==> config.mk <==
export PLATFORM = sky130hd
export DESIGN_NAME = irda_receiver
export DESIGN_NICKNAME = d
export VERILOG_FILES = /design/src/rtl/irda_receiver.sv
export SDC_FILE = /design/constraint.sdc
export NUM_CORES = 1
export LEC_CHECK = 0
export ABC_AREA = 1
export ABC_CLOCK_PERIOD_IN_PS = 3850
export CORE_MARGIN = 4
export CORE_UTILIZATION = 39
export CTS_BUF_LIST = sky130_fd_sc_hd__clkbuf_2
export DETAILED_ROUTE_END_ITERATION = 6
export GPL_TIMING_DRIVEN = 0
export HOLD_SLACK_MARGIN = 0.12
export SETUP_SLACK_MARGIN = 0.02
export SLEW_MARGIN = 20
export SYNTH_ARGS = -nofsm -noshare
export SYNTH_HDL_FRONTEND = slang
export SYNTH_SLANG_ARGS = --single-unit
==> constraint.sdc <==
create_clock -name clk_i -period 3.85 [get_ports clk_i]
set_input_delay 0.385 -clock clk_i [delete_from_list [all_inputs] [get_ports clk_i]]
set_output_delay 0.385 -clock clk_i [all_outputs]
set_load 0.01 [all_outputs]
==> src/rtl/irda_receiver.sv <==
// IrDA SIR receive datapath: decodes RZI pulses (low pulse = 0, no pulse = 1)
// into one UART-format byte: start, 8 data bits LSB-first, optional parity, stop.
// Optional feature: define IRDA_RX_PARITY_EN to add an even-parity window
// after the data bits. When it is undefined there is no parity window and
// parity_err_o is tied to 0.
module irda_receiver #(
   parameter int unsigned CLKS_PER_BIT = 5208,
   parameter int unsigned MIN_PULSE    = 16,
   parameter int unsigned CNT_W        = 13
) (
   input  logic       clk_i,
   input  logic       rst_ni,
   input  logic       soft_rst_i,
   input  logic       ena_i,
   input  logic       start_i,
   input  logic       ir_rx_i,
   output logic [7:0] data_out_o,
   output logic       rcv_done_o,
   output logic       frame_err_o,
   output logic       parity_err_o,
   output logic       busy_o
);

   localparam int unsigned RunW = $clog2(MIN_PULSE + 1);

`ifdef IRDA_RX_PARITY_EN
   typedef enum logic [2:0] {
      StIdle  = 3'd0,
      StStart = 3'd1,
      StData  = 3'd2,
      StPar   = 3'd3,
      StStop  = 3'd4,
      StDone  = 3'd5
   } state_e;
`else
   typedef enum logic [2:0] {
      StIdle  = 3'd0,
      StStart = 3'd1,
      StData  = 3'd2,
      StStop  = 3'd4,
      StDone  = 3'd5
   } state_e;
`endif

   state_e           state_q, state_d;
   logic [CNT_W-1:0] win_q, win_d;
   logic [RunW-1:0]  run_q, run_d;
   logic             seen_q, seen_d;
   logic [2:0]       idx_q, idx_d;
   logic [7:0]       shift_q, shift_d;
   logic [7:0]       data_q, data_d;
   logic             ferr_q, ferr_d;
   logic             rx_meta_q, rx_s_q;

   // Intermediate decode signals
   logic             win_end;
   logic             in_frame;
   logic [RunW-1:0]  run_nxt;
   logic             seen_now;
   logic             bit_dec;

`ifdef IRDA_RX_PARITY_EN
   logic             par_q, par_d;
   logic             perr_q, perr_d;
`endif

   // Two-flop synchronizer on the raw IR line; idles high
   always_ff @(posedge clk_i or negedge rst_ni) begin
      if (!rst_ni) begin
         rx_meta_q <= 1'b1;
         rx_s_q    <= 1'b1;
      end else if (soft_rst_i) begin
         rx_meta_q <= 1'b1;
         rx_s_q    <= 1'b1;
      end else begin
         rx_meta_q <= ir_rx_i;
         rx_s_q    <= rx_meta_q;
      end
   end

   // Low-run and window decode helpers
   always_comb begin
      win_end  = (win_q == CNT_W'(CLKS_PER_BIT - 1));
      in_frame = (state_q != StIdle) && (state_q != StDone);
      // Saturating run of consecutive synchronized-low samples
      if (rx_s_q) begin
         run_nxt = '0;
      end else if (run_q == RunW'(MIN_PULSE)) begin
         run_nxt = run_q;
      end else begin
         run_nxt = run_q + RunW'(1);
      end
      // Include this cycle's sample so a pulse ending on the last cycle still counts
      seen_now = seen_q | (run_nxt == RunW'(MIN_PULSE));
      bit_dec  = ~seen_now;
   end

   // Next-state logic: FSM, window/run counters, shift register and flags
   always_comb begin
      state_d = state_q;
      win_d   = win_q;
      run_d   = run_q;
      seen_d  = seen_q;
      idx_d   = idx_q;
      shift_d = shift_q;
      data_d  = data_q;
      ferr_d  = ferr_q;
`ifdef IRDA_RX_PARITY_EN
      par_d   = par_q;
      perr_d  = perr_q;
`endif

      if (ena_i && in_frame) begin
         if (win_end) begin
            win_d  = '0;
            run_d  = '0;
            seen_d = 1'b0;
         end else begin
            win_d  = win_q + CNT_W'(1);
            run_d  = run_nxt;
            seen_d = seen_now;
         end
      end

      if (ena_i) begin
         unique case (state_q)
            StIdle: begin
               if (start_i) begin
                  state_d = StStart;
                  win_d   = '0;
                  run_d   = '0;
                  seen_d  = 1'b0;
                  ferr_d  = 1'b0;
`ifdef IRDA_RX_PARITY_EN
                  perr_d  = 1'b0;
`endif
               end
            end
            StStart: begin
               if (win_end) begin
                  if (!seen_now) begin
                     // No start pulse: abort, keep the previous byte
                     state_d = StDone;
                     ferr_d  = 1'b1;
                  end else begin
                     state_d = StData;
                     idx_d   = 3'd0;
                  end
               end
            end
            StData: begin
               if (win_end) begin
                  shift_d[idx_q] = bit_dec;
                  idx_d          = idx_q + 3'd1;
                  if (idx_q == 3'd7) begin
`ifdef IRDA_RX_PARITY_EN
                     state_d = StPar;
`else
                     state_d = StStop;
`endif
                  end
               end
            end
`ifdef IRDA_RX_PARITY_EN
            StPar: begin
               if (win_end) begin
                  par_d   = bit_dec;
                  state_d = StStop;
               end
            end
`endif
            StStop: begin
               if (win_end) begin
                  // A pulse in the stop window is a framing error; byte kept anyway
                  ferr_d  = seen_now;
                  data_d  = shift_q;
`ifdef IRDA_RX_PARITY_EN
                  perr_d  = par_q ^ (^shift_q);
`endif
                  state_d = StDone;
               end
            end
            StDone: begin
               state_d = StIdle;
            end
            default: begin
               state_d = StIdle;
            end
         endcase
      end

      // Controller-issued clear outranks everything else
      if (soft_rst_i) begin
         state_d = StIdle;
         win_d   = '0;
         run_d   = '0;
         seen_d  = 1'b0;
         idx_d   = 3'd0;
         shift_d = 8'h00;
         data_d  = 8'h00;
         ferr_d  = 1'b0;
`ifdef IRDA_RX_PARITY_EN
         par_d   = 1'b0;
         perr_d  = 1'b0;
`endif
      end
   end

   // State and datapath registers
   always_ff @(posedge clk_i or negedge rst_ni) begin
      if (!rst_ni) begin
         state_q <= StIdle;
         win_q   <= '0;
         run_q   <= '0;
         seen_q  <= 1'b0;
         idx_q   <= 3'd0;
         shift_q <= 8'h00;
         data_q  <= 8'h00;
         ferr_q  <= 1'b0;
      end else begin
         state_q <= state_d;
         win_q   <= win_d;
         run_q   <= run_d;
         seen_q  <= seen_d;
         idx_q   <= idx_d;
         shift_q <= shift_d;
         data_q  <= data_d;
         ferr_q  <= ferr_d;
      end
   end

`ifdef IRDA_RX_PARITY_EN
   // Parity capture and parity error flag
   always_ff @(posedge clk_i or negedge rst_ni) begin
      if (!rst_ni) begin
         par_q  <= 1'b0;
         perr_q <= 1'b0;
      end else begin
         par_q  <= par_d;
         perr_q <= perr_d;
      end
   end

   assign parity_err_o = perr_q;
`else
   assign parity_err_o = 1'b0;
`endif

   assign data_out_o  = data_q;
   assign frame_err_o = ferr_q;
   assign rcv_done_o  = (state_q == StDone);
   assign busy_o      = (state_q != StIdle);

endmodule

==> impl_metrics.yaml <==
run_status:
  status: "complete, no violations"
global_route:
  antenna_found_initial: 0
  grt_first_pass_wirelength_um: 8838
  grt.overflow.total: 0
  track_usage_pct: 14.41
  grt_start_max_net_pins: 27
  first_global_vias: 1939
timing:
  setup_slack_ps: 1732
  max_freq_ghz: 0.4722
  hold_viol: 0
  whs_ps: 400.9
  slew_viol_final: 0
  finalSetupViolCount: 0
  fin_crit_sh_pct: 55.00
  rsz0062_at_grt: "false"
  fin_setup_tns_ps: 0
  layout_min_cycle_time_ps: 2118
  clock_skew_ps: 23.17
  worst_pin_slew_ps: 498.5
  slew-limit-headroom_pct: 66.64
placement:
  hpwl_um: 3676
  dp.cells: 412
  post-place-ws_ps: 1757
  place_congestion: 0.8071
  io_buffers: 15
synth:
  ys_types: 36
  synthAdderAreaFrac_pct: 2.541
  synth_compound_area_share_pct: 8.740
  avgSynthCellArea_um2: 7.671
  synth_top_family_by_area: "simple AND/OR/NAND/NOR gates"
  yosys_warnings: 0
  muxShareOfSynthArea_pct: 0
  synth_area_mm2: 0.002462
  yosysTopAreaCellShare_pct: 42.68
  synth_xor_area_share_pct: 0.3557
  yosys-top-cells-area: "dfrtp_1, nand2_1, nand3_1"
  netlist_instances: 321
  ys_ff_latch: 44
  synth_seq_area_share_pct: 44.82
  syn_nets: 332
  synth-simple-area-share_pct: 35.47
  yosysTopAreaCell: "dfrtp_1"
finish:
  final_common_cell: "nand2_1"
  antenna_cells: 0
  syn_to_final_growth_pct: 13.82
  seq_area_mm2: 0.001104
  fillers: 629
  drive_gt1_share_pct: 10.40
  fin_nets: 356
  instances_no_fill: 421
  layout_common_cells: "nand2_1, dfrtp_1, nor2_1"
  multiInputGateArea_mm2: 0.001164
drt:
  drt_iter0_drc: 119
  ant_nets: 0
  via_per_inst: 4.910
  wire_per_inst_um: 11.85
  drcViolationCount: 0
  finalWirelength_um: 4987
  vias: 2067
  drtPass1Iterations: 4
power_and_ir_drop:
  p_per_area_mw_per_mm2: 383.4
  p_leak_nw: 1.308
  finalPower_mw: 1.074
  peakVddDrop_mv: 0.2846
worst_setup_path:
  slowest_stage: "clkdlybuf4s50_1"
  cp_common_cell: "inv_1"
  worst-path-max-fanout: 4
  path_delay_family: "buffers and inverters"
  critPathKind: "reg2out"
  crit_required_ps: 3460
  arrival_ps: 1730
  worstSetupEndpointType: "output pin"
  start_kind: "flop"
  slowest_delay_ps: 530
  cp_cell_sequence: "inv_1, nand3_1, inv_1, clkdlybuf4s50_1"
  path_buf_inv: 3
cts:
  worstSkewPairLatency_ps: 420
  postCtsSetupBuffers: 0
  clockBufferDepth: 2
  cts_made_buffers: 5
  cts_tree: "done"
  htreeDepth: 2
  numClockSinks: 44
  path_clk_slew_ps: 260
  root_buffer: "clkbuf_2"
floorplanning:
  rows: 28
  die_area_mm2: 0.007649
  initial_core_util_pct: 40.86
  die_w_um: 87.46
  design.core.area_mm2: 0.006026
  die_h_um: 87.46
  io_pins: 18
flow_run:
  maxCapViolCount: 0
hold_path:
  hp-class: "in2async"
## through the flow
step                area [um2]  utilization (%)
finish                    2803            46.51
global route              2803            46.51
CTS                       2803            46.51
detailed placement        2721            45.16
global placement          2706            44.91
floorplan                 2462                -
## Yosys cell counts
master    instances
a211oi_1          1
a21oi_1          16
buf_1             1
buf_2             1
buf_4             1
buf_6             1
clkbuf_1          3
clkinv_2          1
conb_1            1
dfrtp_1          42
dfstp_2           2
ha_1              5
inv_1            36
inv_2             2
inv_6             1
nand2_1          77
nand2_2           1
nand2_4           1
nand3_1          36
nand3_2           1
nand3_4           2
nand4_1          12
nor2_1           37
nor2_2            6
nor3_1            3
nor3_2            1
nor3_4            1
nor4_4            1
o21a_1            2
o21ai_0           9
o21ai_1           9
o21bai_1          3
or2_1             1
or2_2             2
or2_4             1
xor2_1            1
## repair_timing
item / in CTS / in global routing
hold buffers: 1 / 0
hold endpoints to repair: 18 / 0
gates resized for setup: 0 / 0
endpoints found under the setup margin: 0 / 0
## per-layer routing
metal / up-vias / GRT usage [%] / wire length (um)
met3: 6 / 3.027 / 195
li1: 1090 / - / -
met1: 939 / 21.02 / 2611
met5: - / 0 / 0
met4: 0 / 4.603 / 49
met2: 32 / 21.23 / 2130
## worst paths after layout
check	from	to	slack (ps)	cells after the start
setup / recovery	state_q[1]$_DFFE_PN0P_	rcv_done_o	1730	4
hold reg to reg	data_out_o[5]$_DFFE_PN0P_	data_out_o[5]$_DFFE_PN0P_	500	2
max in group asynchronous	rst_ni	rx_s_q$_DFF_PN1_	2870	3
min in group clk_i	soft_rst_i	rx_meta_q$_DFF_PN1_	480	2
setup reg to reg	run_q[0]$_DFF_PN0_	state_q[0]$_DFFE_PN0P_	1860	12
hold / removal	rst_ni	state_q[2]$_DFFE_PN0P_	400	2
## cell type report
class / count / share of cell area (%)
inverter: 40 / 5.580
clock inverter: 3 / 1.652
multi-input combinational: 230 / 41.52
clock buffer: 5 / 0.8929
tap: 75 / 3.348
timing repair buffer: 17 / 6.250
sequential: 44 / 39.38
buffer: 7 / 1.384
## cells by family (layout without fill, tap and decap cells)
logic type | after synthesis | count (layout)
XOR/XNOR | 1 | 1
adder cells (fa/ha/maj) | 5 | 5
other | 1 | 1
AND/OR/NAND/NOR | 183 | 183
AO/OA/AOI/OAI | 40 | 40
buffers and inverters | 47 | 72
flip-flops | 44 | 44
## report_power, final
part	switching (mW)	leakage, nW	internal (mW)	total (mW)
logic	0.188	0.664	0.0998	0.288
registers	0.0191	0.604	0.489	0.508
clock network	0.166	0.0396	0.112	0.278
total	0.374	1.31	0.701	1.07
## flip-flops by register name, summed over array words and instances, names as in the netlist, 3 cells and up
| signal | flops |
|---|---|
| state_q | 3 |
| win_q | 13 |
| run_q | 5 |
| idx_q | 3 |
| data_out_o | 8 |
| shift_q | 8 |
Power figures use the tool's default switching activity.
